### src/rtl/d_mem_wait_resp.sv
// Wait-state data memory for the MEM-stage port: each load/store stalls the pipeline for
// LATENCY+1 cycles, then pulses done_o with the result (or addr_err_o for a bad address).
module d_mem_wait_resp #(
    parameter int unsigned WIDTH   = 32,
    parameter int unsigned DEPTH   = 64,
    parameter int unsigned LATENCY = 3
) (
    input  logic             clk_i,
    input  logic             rst_n_i,
    input  logic             mem_read_i,
    input  logic             mem_write_i,
    input  logic [WIDTH-1:0] addr_i,
    input  logic [WIDTH-1:0] write_data_i,
    output logic [WIDTH-1:0] read_data_o,
    output logic             stall_o,
    output logic             done_o,
    output logic             addr_err_o
);

    localparam int unsigned IW = $clog2(DEPTH);

    localparam logic [1:0] IDLE = 2'd0;
    localparam logic [1:0] BUSY = 2'd1;
    localparam logic [1:0] DONE = 2'd2;

    logic [1:0]       state_q, state_d;
    logic [3:0]       cnt_q, cnt_d;
    logic             wr_q;
    logic [WIDTH-1:0] addr_q;
    logic [WIDTH-1:0] wdata_q;
    logic             err_q;
    logic [WIDTH-1:0] read_data_q;
    logic [WIDTH-1:0] mem [DEPTH];

    logic          req;
    logic          access;
    logic          bad;
    logic [IW-1:0] idx;

    assign req    = mem_read_i | mem_write_i;
    assign access = (state_q == BUSY) && (cnt_q == 4'd0);
    assign idx    = addr_q[IW+1:2];
    // Misaligned, or any bit above the word-index field set.
    assign bad    = (addr_q[1:0] != 2'b00) || ((addr_q >> (IW + 2)) != '0);

    always_comb begin
        state_d = state_q;
        cnt_d   = cnt_q;
        case (state_q)
            IDLE: begin
                if (req) begin
                    state_d = BUSY;
                    cnt_d   = 4'(LATENCY - 1);
                end
            end
            BUSY: begin
                if (cnt_q != 4'd0) begin
                    cnt_d = cnt_q - 4'd1;
                end else begin
                    state_d = DONE;
                end
            end
            DONE:    state_d = IDLE;
            default: state_d = IDLE;
        endcase
    end

    always_ff @(posedge clk_i or negedge rst_n_i) begin
        if (!rst_n_i) begin
            state_q     <= IDLE;
            cnt_q       <= 4'd0;
            wr_q        <= 1'b0;
            addr_q      <= '0;
            wdata_q     <= '0;
            err_q       <= 1'b0;
            read_data_q <= '0;
        end else begin
            state_q <= state_d;
            cnt_q   <= cnt_d;
            if ((state_q == IDLE) && req) begin
                wr_q    <= mem_write_i;
                addr_q  <= addr_i;
                wdata_q <= write_data_i;
            end
            if (access) begin
                err_q <= bad;
                if (!wr_q) begin
                    read_data_q <= bad ? '0 : mem[idx];
                end
            end
        end
    end

    // Array is deliberately not reset; contents survive rst_n_i.
    always_ff @(posedge clk_i) begin
        if (access && wr_q && !bad) begin
            mem[idx] <= wdata_q;
        end
    end

    // Gated by reset so a request held during reset does not stall the pipeline.
    assign stall_o     = rst_n_i & (((state_q == IDLE) & req) | (state_q == BUSY));
    assign done_o      = (state_q == DONE);
    assign addr_err_o  = (state_q == DONE) & err_q;
    assign read_data_o = read_data_q;

endmodule

### config.mk
export PLATFORM = sky130hd
export DESIGN_NAME = d_mem_wait_resp
export DESIGN_NICKNAME = d
export VERILOG_FILES = /design/src/rtl/d_mem_wait_resp.sv
export SDC_FILE = /design/constraint.sdc
export NUM_CORES = 2
export LEC_CHECK = 0
export BUFFER_PORTS_ARGS = -buffer_cell sky130_fd_sc_hd__buf_2
export CORE_AREA = 2 2 364 456
export CTS_CLUSTER_SIZE = 20
export DETAILED_ROUTE_END_ITERATION = 10
export DIE_AREA = 0 0 366 458
export HOLD_SLACK_MARGIN = 0.12
export PLACE_DENSITY = 0.62
export SYNTH_ARGS = -nofsm -noshare
export SYNTH_HDL_FRONTEND = slang
export SYNTH_SLANG_ARGS = --single-unit
export TNS_END_PERCENT = 20
### constraint.sdc
create_clock -name clk_i -period 8.3 [get_ports clk_i]
set_input_delay 0.83 -clock clk_i [delete_from_list [all_inputs] [get_ports clk_i]]
set_output_delay 0.83 -clock clk_i [all_outputs]
set_load 0.02 [all_outputs]
* After elaboration in Yosys (flattened, before gate mapping)
Memories as Yosys holds them, arrays and structs flattened.
Index checks and enable logic that the tools add are counted.
** Operators by class
- Add/sub/neg operators :: 1
- Equality and inequality tests :: 5
- Mux-type cells :: 9
- Bitwise logic cells :: 6
- Reduce and logical (&&, ||, !) cells :: 15
** Operators with widths (number)
- 2-to-1 mux 32 bit :: 1
- nonzero test 32 bit :: 1
- 2-to-1 mux 4 bit :: 2
- case mux 4 bit (2 select lines) :: 1
- logical AND 1 bit :: 4
- zero test 4 bit :: 1
- 2-to-1 mux 2 bit :: 2
- != test 2 bit (second input constant) :: 2
- case mux 2 bit (2 select lines) :: 1
- AND reduction 2 bit :: 2
- nonzero test 2 bit :: 2
- nonzero test 4 bit :: 1
- subtractor 4 x 1 -> 4 bit (second input constant) :: 1
- AND 1 bit :: 3
- AND reduction 3 bit :: 1
- == test 2 x 1 -> 1 bit (second input constant) :: 1
- == test 2 bit (second input constant) :: 1
- zero test 2 bit :: 1
- 2-to-1 mux 1 bit :: 2
- != test 2 x 1 -> 1 bit (second input constant) :: 1
- OR 1 bit :: 2
- zero test 1 bit :: 1
- logical OR 1 bit :: 1
- NOT 1 bit :: 1
** Word-level totals
- Register bits :: 104
- Bits in writable memories :: 2048
- Output and inout bits :: 35
- Logic and storage cells :: 44
- Memories kept :: 1
** Memories
- mem :: words 64, width 32, rd ports 1, clocked after Yosys merged registers in 0, write ports 1, line 33 : logic [WIDTH-1:0] mem [DEPTH];

* Logic depth before layout (Yosys ltp)
- Depth after elaboration :: 6
- Gate-level depth with buffers :: 11

* Worst setup path after synthesis
No wires, ideal clock.
- Path type :: register to register
- From :: reg addr_q[4]
- To :: mem mem[22][0], enable pin
- Library setup time :: 421 ps
- Data arrival time :: 3154 ps
- Data required time :: 7879 ps
- Slack :: 4725 ps
- Cell stages (with the launch flop) :: 9
- Path buffers :: 5
- Clock period less this slack :: 3575 ps
- Cells stage by stage :: dfrtp_1 buf_6 buf_2 buf_2 buf_2 buf_2 and3_1 nand2_1 nor2_1
** RTL lines
- from (decl) :: line 29 : logic [WIDTH-1:0] addr_q;
- from (signal assigned) :: line 82 : addr_q <= addr_i;
- to (decl) :: line 33
No word-level cell before the write port.

* Worst setup path in the final report
- From :: reg addr_q[3]
- To :: mem mem[30][0], enable pin
No word-level cell before the write port.

==> results by stage <==
Detailed routing:
- The via density per instance is 6.86.
- The remaining routing DRC violations is 0.
- The violation count after the first detailed-route iteration is 8051.
- The number of search-and-repair iterations in the first detailed-routing pass is 8.
- Summed over all layers, the routed wires come to 268 mm.
- Once detail routing completed, the nets flagged for antenna violations numbered 0.
- The final route contains 49718 vias.
- The mean routed wirelength per cell is 37.0 um.

Final layout:
- The finished layout holds 7243 standard cells, fillers aside.
- Of the cells placed in the final design, the portion with a size suffix greater than 1 is 0.155.
- The final-stage net count is 4956.
- The multi-input logic area is 16200 um^2.
- The area growth from synthesis to layout is 12.6%.
- Summing all flip-flop and latch instances after layout gives 64200 um^2.
- Once layout is complete, the utilization of the core stands at 0.561.
- The fill cell total of the finished layout is 12691.

Global route:
- The number of antenna violations at the first check in global routing is 14.
- In the global route stage, overall resource usage came out at 0.316.
- The via count of the first global-routing pass came to 47581.
- The maximum number of pins on one net before global-route repair is 112.
- The first-pass GRT wire length is 372 mm.
- The global-route congestion overflow total is 0.

Yosys:
- The synthesized netlist net count is 4833.
- The mapped cell area is 81300 um^2.
- The share of synthesized flip-flops with an asynchronous set or reset is 0.0483.
- After technology mapping, the gate count stands at 4763.
- The most used flip-flop cell after synthesis is edfxtp_1.
- The number of distinct standard cells referenced by the synthesized netlist is 66.
- The mean area per synthesized cell is 17.1 um^2.
- In this run, synthesis inferred 2048 flip-flops with an integrated enable.
- The share of the Yosys chip area taken by registers is 0.788.
- The Yosys step of the flow raised 0 warnings.
- After synthesis the netlist holds a flip-flop and latch count of 2152.

Pwr:
- Of the total power, the share spent switching nets is 0.356.
- In this run the power spent charging and discharging nets is 11.7 mW.
- The static power due to leakage is 29.1 nW.
- The overall power of the completed layout is 32.8 mW.
- The sequential fraction of design power is 0.426.
- Across the VDD grid, the largest voltage drop is 0.000417 V.
- The clock power share is 0.275.
- The share of total power dissipated in combinational logic is 0.300.
- The power density of the placed cells is 359 nW/um^2.
- The internal portion of the total power is 21.1 mW.

STA:
- In the final timing run, aggregate negative setup slack is 0 ns.
- For the pin with the worst max-slew slack, the measured transition is 1.42 ns.
- After layout, the minimum clock period comes to 4.83 ns.
- Setup slack on the critical path of the routed design comes to 3.47 ns.
- Static timing analysis puts the maximum clock frequency at 207 MHz.
- The worst pin sits at a relative slew slack of 0.0507.
- Setup violations remaining at the end of the flow were counted as 0.
- The final count of hold timing violations is 0.
- The final period utilization is 0.582.
- The final-report max-slew violation count was 0.
- Setup repair after global routing left no endpoint under its margin.
- Across the routed clock network, the largest skew measured is 0.0316 ns.

Worst setup path:
- The maximum fanout count along the critical path is 85.
- The critical path starts at addr_q[3].
- The launching point of the worst reg2reg path is addr_q[3].
- The category of the worst setup path launch point is a flop.
- The endpoint of the worst-slack reg-to-reg timing path is mem[30][0].
- The path depth of the worst reg2reg path is 5.
- The register-to-register setup slack is 3.47 ns.
- At the worst endpoint, the required time is 8.76 ns.
- STA classifies the critical path endpoint as a flop.
- The critical path class is reg2reg.
- The data arrival at the endpoint of the critical path is 5.30 ns.

Run:
- Max-cap violations in this run came to 0.

Clock network:
- Buffers inserted to repair hold after CTS numbered 1.
- CTS built an H-tree with a depth of 4.
- After clock tree synthesis, the clock-pin slew on the worst setup and hold paths is 0.06 ns.
- The number of setup buffers added after CTS is 0.
- The tree is rooted in a clkbuf_16.
- The count of cells resized by post-cts repair is 0.
- The maximum buffer depth of the clock tree is 3.
- At the later pin of the worst-skew pair, clock insertion delay measures 0.86 ns.
- The tree built by TritonCTS fans out to 2152 sinks.
- Clock tree synthesis inserted a total of 194 buffers.
- TritonCTS built the clock tree.

Hold path:
- The startpoint identified for the worst hold timing path is write_data_i[9].
- The class of the tightest hold or removal check is in2reg.
- The hold-critical path depth is 3.
- The end of the worst hold path is wdata_q[9].

Floorplanning:
- The die extent in x is 366 um.
- The height of the die is 458 um.
- The top-level port count is 103.
- For this configuration, the core starts out at a cell density of 0.498.
- The number of placement rows is 166.
- The floorplan step defined a die boundary enclosing 168000 um^2.
- The core region area is 163000 um^2.

Outcome:
- The run finished with clean final reports.

Placed design:
- After legalization and detailed placement, the total HPWL measured 156 mm.
- The placed instance count is 6873.
- During placement, the flow inserted port buffers numbering 102.
- Before CTS, the worst setup slack after placement is 3.73 ns.
- The last weighted congestion value of the routability-driven placer is 0.904.
[placed cells by master, fill, tap and decap left out, drive strengths merged, types with 67 or more instances in the layout]
| cell type | n |
|---|---|
| edfxtp | 2048 |
| a22oi | 548 |
| buf | 282 |
| clkbuf | 271 |
| nand2 | 263 |
| o22ai | 243 |
| a221oi | 222 |
| nor2 | 204 |
| mux2i | 115 |
| dfrtp | 104 |
| o21ai | 98 |
| mux2 | 88 |
| clkinv | 69 |
| a21oi | 67 |
[cells by family after synthesis]
logic type,count (synthesis),share of synthesized area
AO/OA/AOI/OAI,1433,0.131
XOR/XNOR,2,0.000215
adder cells (fa/ha/maj),2,0.000308
buffers and inverters,363,0.0195
flip-flops,2152,0.788
multiplexers,209,0.0280
AND/OR/NAND/NOR,602,0.0322
[metal layers]
layer / share of wire / global-route usage / wire length (um)
met5: 0.00023 / 0 / 63
met4: 0.050 / 0.142 / 13300
met3: 0.12 / 0.0792 / 31100
met2: 0.47 / 0.501 / 126000
met1: 0.36 / 0.414 / 97800
[cell type report]
| type | instances | area share |
|---|---|---|
| antenna | 6 | 0.000164 |
| multi-input combinational | 2248 | 0.177 |
| tap | 2184 | 0.0299 |
| clock inverter | 92 | 0.0105 |
| inverter | 7 | 0.000342 |
| timing repair buffer | 283 | 0.0222 |
| sequential | 2152 | 0.701 |
| clock buffer | 271 | 0.0587 |
[sequential cells by signal, indices dropped and copies added (netlist names)]
signal	cells
read_data_o	32
err_q	1
mem	2048
addr_q	32
wdata_q	32
wr_q	1
cnt_q	4
state_q	2
[stage by stage]
step	instance area, um^2	hold slack, ns
after global routing	91500	0.166
after global placement	85100	0.460
after detailed placement	85200	0.464
final	91500	0.186
after floorplan	81300	0.446
after CTS	91500	0.134
[Yosys cell counts (all sizes together), types with 67 or more instances]
master  count  area share
nor2      204      0.0095
a21oi      67      0.0041
a22oi     548       0.051
edfxtp   2048        0.76
dfrtp     104       0.032
mux2i     115       0.014
o22ai     243       0.019
clkbuf    170      0.0078
o21ai      98      0.0060
mux2       88       0.012
nand2     263       0.012
a221oi    222       0.024
buf       186       0.011
[power by group through the flow]
stage	sequential, mW	clock [mW]	combinational [mW]
after detailed placement	14.2	0	9.57
after CTS	14.0	9.07	9.60
after global routing	14.0	9.46	10.2
after global placement	14.2	0	9.47
after floorplan	14.5	0	4.92
final	14.0	9.02	9.84
[worst max path at each step]
stage	endpoint	slack, ns
CTS	mem[54][16]	3.69
global placement	mem[54][28]	3.80
finish	mem[30][0]	3.47
global route	mem[30][0]	3.53
floorplan	mem[22][0]	4.72
detailed placement	mem[30][29]	3.73
[worst max-delay path, stage by stage, from the launching register on]
cell	delay, ns
dfrtp_4	0.73
nor2b_4	0.89
buf_12	0.38
nand2_1	0.68
nor2_4	0.84
buf_4	0.56
Note: power is estimated with default switching activity, not from simulation.
